$ cat src/rtl/rtc_arb_pkg.sv
// Shared types and constants for the RTC bus arbiter: state encoding, requester count,
// select width and the idle/park select code.
package rtc_arb_pkg;

  localparam int N_REQ = 6;
  localparam int SEL_W = 3;

  localparam logic [SEL_W-1:0] PARK_SEL = 3'b000;
  // Reset value of the rotation pointer, chosen so that requester 0 wins the first grant.
  localparam logic [SEL_W-1:0] LAST_RST = 3'd5;

  typedef enum logic [1:0] {
    ST_IDLE  = 2'd0,
    ST_GRANT = 2'd1,
    ST_GAP   = 2'd2
  } arb_state_e;

  function automatic logic [N_REQ-1:0] sel_to_onehot(input logic [SEL_W-1:0] sel);
    sel_to_onehot = {{(N_REQ-1){1'b0}}, 1'b1} << sel;
  endfunction

endpackage

$ cat src/rtl/rtc_rr_pick.sv
// Combinational round-robin picker: returns the first set request bit found by scanning
// last+1, last+2, ... with wrap 5->0, plus a flag saying whether any request was found.
module rtc_rr_pick
  import rtc_arb_pkg::*;
(
  input  logic [N_REQ-1:0] req,
  input  logic [SEL_W-1:0] last,
  output logic [SEL_W-1:0] win,
  output logic             any
);

  logic [SEL_W-1:0] cand;

  always_comb begin
    // NOTE: every output of a combinational block gets a default first, so no path can infer a latch.
    win  = PARK_SEL;
    any  = 1'b0;
    cand = '0;
    for (int k = 1; k <= N_REQ; k++) begin
      cand = SEL_W'((int'(last) + k) % N_REQ);
      if (!any && req[cand]) begin
        win = cand;
        any = 1'b1;
      end
    end
  end

endmodule

$ cat src/rtl/rtc_bus_arbiter.sv
// Round-robin owner of the multiplexed RTC bus for six bus-cycle controllers, with a
// guard gap after every release. Define RTC_ARB_TIMEOUT_EN to add the grant watchdog.
module rtc_bus_arbiter
  import rtc_arb_pkg::*;
#(
  parameter int GAP_CYC     = 2,
  parameter int TIMEOUT_CYC = 255,
  parameter int TO_W        = 8
) (
  input  logic             clk,
  input  logic             reset,
  input  logic [N_REQ-1:0] req,
  input  logic [N_REQ-1:0] done,
  output logic [N_REQ-1:0] grant,
  output logic [SEL_W-1:0] seleccion,
  output logic             busy,
  output logic             timeout_err,
  output logic [SEL_W-1:0] err_id
);

  localparam int GAP_W = (GAP_CYC > 1) ? $clog2(GAP_CYC) : 1;

  if (TIMEOUT_CYC >= (1 << TO_W)) begin : g_bad_cfg
    $error("rtc_bus_arbiter: TIMEOUT_CYC must be below 2**TO_W");
  end

  arb_state_e       state_q, state_d;
  logic [N_REQ-1:0] grant_q, grant_d;
  logic [SEL_W-1:0] sel_q, sel_d;
  logic [SEL_W-1:0] last_q, last_d;
  logic [GAP_W-1:0] gap_q, gap_d;

  logic [SEL_W-1:0] pick_win;
  logic             pick_any;
  logic             expire;

  rtc_rr_pick u_pick (
    .req  (req),
    .last (last_q),
    .win  (pick_win),
    .any  (pick_any)
  );

  always_comb begin
    state_d = state_q;
    grant_d = grant_q;
    sel_d   = sel_q;
    last_d  = last_q;
    gap_d   = gap_q;
    unique case (state_q)
      ST_IDLE: begin
        if (pick_any) begin
          state_d = ST_GRANT;
          grant_d = sel_to_onehot(pick_win);
          sel_d   = pick_win;
          last_d  = pick_win;
        end
      end
      ST_GRANT: begin
        // Only the owner's done/req bits matter; sel_q holds the owner index while granted.
        if (done[sel_q] || !req[sel_q] || expire) begin
          grant_d = '0;
          gap_d   = '0;
          state_d = (GAP_CYC == 0) ? ST_IDLE : ST_GAP;
        end
      end
      ST_GAP: begin
        if (gap_q == GAP_W'(GAP_CYC - 1)) state_d = ST_IDLE;
        else                              gap_d   = gap_q + 1'b1;
      end
      default: begin
        state_d = ST_IDLE;
        grant_d = '0;
      end
    endcase
  end

  always_ff @(posedge clk) begin
    // NOTE: registered state is updated with non-blocking assignments only, so every
    // process reads the pre-edge values regardless of evaluation order.
    if (!reset) begin
      state_q <= ST_IDLE;
      grant_q <= '0;
      sel_q   <= PARK_SEL;
      last_q  <= LAST_RST;
      gap_q   <= '0;
    end else begin
      state_q <= state_d;
      grant_q <= grant_d;
      sel_q   <= sel_d;
      last_q  <= last_d;
      gap_q   <= gap_d;
    end
  end

`ifdef RTC_ARB_TIMEOUT_EN
  logic [TO_W-1:0]  timer_q;
  logic             to_err_q;
  logic [SEL_W-1:0] err_id_q;

  // A done on the expiry cycle is a normal release and suppresses the error.
  assign expire = (state_q == ST_GRANT) && (timer_q == TO_W'(TIMEOUT_CYC - 1)) && !done[sel_q];

  always_ff @(posedge clk) begin
    if (!reset) begin
      timer_q  <= '0;
      to_err_q <= 1'b0;
      err_id_q <= PARK_SEL;
    end else begin
      timer_q  <= (state_q == ST_GRANT) ? timer_q + 1'b1 : '0;
      to_err_q <= expire;
      if (expire) err_id_q <= sel_q;
    end
  end

  assign timeout_err = to_err_q;
  assign err_id      = err_id_q;
`else
  assign expire      = 1'b0;
  assign timeout_err = 1'b0;
  assign err_id      = PARK_SEL;
`endif

  assign grant     = grant_q;
  assign seleccion = sel_q;
  assign busy      = |grant_q;

endmodule

$ cat config.mk
export PLATFORM = sky130hd
export DESIGN_NAME = rtc_bus_arbiter
export DESIGN_NICKNAME = d
export VERILOG_FILES = /design/src/rtl/rtc_arb_pkg.sv /design/src/rtl/rtc_rr_pick.sv /design/src/rtl/rtc_bus_arbiter.sv
export SDC_FILE = /design/constraint.sdc
export NUM_CORES = 1
export LEC_CHECK = 0
export ABC_CLOCK_PERIOD_IN_PS = 3100
export CAP_MARGIN = 20
export CELL_PAD_IN_SITES_DETAIL_PLACEMENT = 2
export CELL_PAD_IN_SITES_GLOBAL_PLACEMENT = 2
export CORE_UTILIZATION = 28
export CTS_CLUSTER_DIAMETER = 100
export DETAILED_ROUTE_END_ITERATION = 8
export MAX_ROUTING_LAYER = met4
export PLACE_DENSITY_LB_ADDON = 0.3
export SYNTH_ARGS = -nofsm -noshare
export SYNTH_HDL_FRONTEND = slang
export SYNTH_SLANG_ARGS = --single-unit
$ cat constraint.sdc
create_clock -name clk -period 3.1 [get_ports clk]
set_input_delay 0.62 -clock clk [delete_from_list [all_inputs] [get_ports clk]]
set_output_delay 0.62 -clock clk [all_outputs]
set_load 0.05 [all_outputs]
==> results of run 1 <==
==> per-layer routing <==
metal | track usage, % | vias up | routed length, um
met5 | - | - | 0
met4 | 4.36 | 0 | 176
met3 | 1.14 | 11 | 230
met1 | 27.3 | 963 | 2990
met2 | 42.2 | 49 | 3640
li1 | - | 890 | -
==> layout by cell type (no fill, tap or decap), types with 3 or more instances in the layout <==
cell type        count
inv_2                7
o21a_1               4
a31oi_1              4
ha_2                 3
ha_1                 4
a21oi_4              4
buf_4               37
dfxtp_1             11
mux2i_1              4
o21ai_0              9
nand3_1              7
clkbuf_8             4
nor2_1              20
o21ai_2              3
clkdlybuf4s50_1     23
conb_1               4
a21oi_1              7
ha_4                 3
inv_1                5
nand2_1             11
and3_4               3
nor2b_1              4
buf_12               3
==> final cells by class <==
| class | instances | area share, % |
|---|---|---|
| clock buffer | 4 | 2.15 |
| inverter | 12 | 1.76 |
| sequential | 14 | 11.3 |
| multi-input combinational | 171 | 58.3 |
| timing repair buffer | 65 | 23.0 |
| tap | 72 | 3.51 |
==> cells by family (layout without fill, tap and decap cells) <==
logic type	Yosys count	after routing
flip-flops	14	14
multiplexers	8	8
AND/OR/NAND/NOR	70	70
other	1	4
XOR/XNOR	4	4
buffers and inverters	27	81
adder cells (fa/ha/maj)	10	10
AO/OA/AOI/OAI	75	75
==> timing repair <==
action                     4_1_cts  5_1_grt
setup buffers                    2        6
setup endpoints to repair       11       11
pin swaps                        9        7
gates resized for setup         15       25
==> worst reg2reg max path: stages, from the launching register on <==
cell	delay [ns]
dfxtp_4	0.37
buf_12	0.13
ha_4	0.17
a21oi_4	0.15
inv_2	0.08
ha_4	0.27
nand3b_1	0.20
a32oi_2	0.16
buf_4	0.17
and3_4	0.15
o211a_4	0.25
o41ai_1	0.34
and4_1	0.28
nor2_1	0.10
a32o_1	0.29
==> registers in the layout, indices dropped and copies added (netlist names) <==
signal	cells
last_q	2
seleccion	3
grant	6
state_q	2
gap_q	1
==> through the flow <==
stage	TNS, ns	hold WS, ns	utilization [%]	cell area [um2]
floorplan	0	0.476	-	1760
global placement	-0.0584	0.478	40.0	2250
detailed placement	-1.19	0.488	40.0	2250
CTS	0	0.499	42.8	2410
global route	-1.64	0.516	45.4	2560
finish	-0.599	0.498	45.4	2560
==> worst paths after layout <==
check	endpoint	depth (start not counted)	from
max	grant[0]	14	seleccion[1]
min	grant[4]	1	grant[4]
max reg2reg	grant[0]	14	seleccion[1]
min reg2reg	grant[4]	1	grant[4]
==> run summary, run 1 <==
Final Max Slew Viols: 0
Slew HR: 66.0%
Part of the cycle the worst path needs: 104%
Failing checks: negative setup slack
Largest net degree at the start of global routing: 14
Top post-synthesis cells by count: 20 x nor2_1, 14 x dfxtp_1, 13 x o21ai_0
Worst-path clk slew: 0.06 ns
Register area share after synthesis: 16.6%
# DRC: 0
Synthesis Warnings: 0
Row count: 27
Synth Area in XOR/XNOR: 2.52%
Nets: 291
Post-Synth Adder-Cell Area: 7.41%
Post-synthesis cell type count: 72
CTS max path bufs: 2
Tmin final: 3.21 ns
Status: finished, violations left
Detail-routed via count per cell: 5.66
Max Cap Viol: 0
Hold_buf cts: 0
Critical path class: register to register
Req. time, crit path: 3.24 ns
Slew at the pin with the worst max-slew slack: 0.508 ns
Clock Sinks: 14
Grt total ovfl: 0
Pre-CTS setup slack: -0.159 ns
Post-route ant nets: 0
Final hold vios: 0
Starting DRT DRC Count: 59
Clk_lat worst skew: 0.25 ns
Critical-path cell list: buf_12 -> ha_4 -> a21oi_4 -> inv_2 -> ha_4 -> nand3b_1 -> a32oi_2 -> buf_4 -> and3_4 -> o211a_4 -> o41ai_1 -> and4_1 -> nor2_1 -> a32o_1
Vias in the first global route: 1954
RSZ-0062 raised after global routing: true
Count leader, synth: nor2_1
GPL Wtd Cong: 0.922
Worst setup EP type: register
Main combinational cell family by area after synthesis: compound AO/OA/AOI/OAI gates
Die area: 6340 um2
Die width: 79.6 um
Post-synthesis mux area share: 5.41%
Most repeated library cell on the critical path: ha_4
Port buffer count: 23
Filler cell count in the final layout: 618
WP buf/inv: 3
Clk root buf: clkbuf_8
Cell taking the most area after synthesis: dfxtp_1
Wirelength per Cell: 20.8 um
Cts bufs inserted: 3
Max FO, Critical Path: 6
Via count: 1913
Cell count after synthesis: 209
Ranking of synthesized cells by area: dfxtp_1 17%, ha_1 7.4%, nor2_1 4.4%
Crit-path slowest cell: dfxtp_4
Post-synthesis compound-gate area fraction: 36.2%
IO Pins: 28
Area occupied by multi-input gates: 1490 um2
Non-filler instance count after layout: 338
Arr. time, crit path: 3.35 ns
CP startpoint kind: register
Initial Util: 29.9%
Mean area per synthesized cell: 8.08 um2
Ant. Diodes: 0
Simple-Gate Fraction of Synth Area: 22.5%
Die Y: 79.6 um
Post-synth EDFFs: 0
Synth Flop Type: dfxtp_1
H-tree levels: 1
First-pass GRT wire length: 10700 um
Class of the worst hold path: register to register
# placed instances: 326
Layout cells sized above 1: 40.2%
Pre-antenna DRT Iters: 4
CP top delay family: compound AO/OA/AOI/OAI gates
Initial antenna violation count: 0
Fmax: 0.311 GHz
Final WS setup: -0.113 ns
GRT Total Usage: 22.9%
Synthesis-stage register bit count: 14
Top-area cell type share of the netlist area: 16.6%
CTS tree: done
Core ar.: 5640 um2
Clock Skew: 0.00182 ns
Post-synthesis async set-or-reset flop share: 0%
Synthesized cell area: 1690 um2
Register Area: 289 um2
Dpl hpwl: 5090 um
R2R setup slack: -0.11 ns
Final setup viols: 10
Max stage delay on crit path: 0.37 ns
Routed WL: 7040 um
Area Growth Syn to Fin: 51.9%
Power of run 1 is left out: the tool's default activity adds up to more than one toggle a clock period on the data nets, which glitch-free logic cannot reach.
==> inputs of run 2 (changes only) <==
- SLEW_MARGIN: unset -> 40
==> results of run 2 <==
Final layout, timing and power as in run 1 (identical DEF).
Power of run 2 is left out for the same reason.
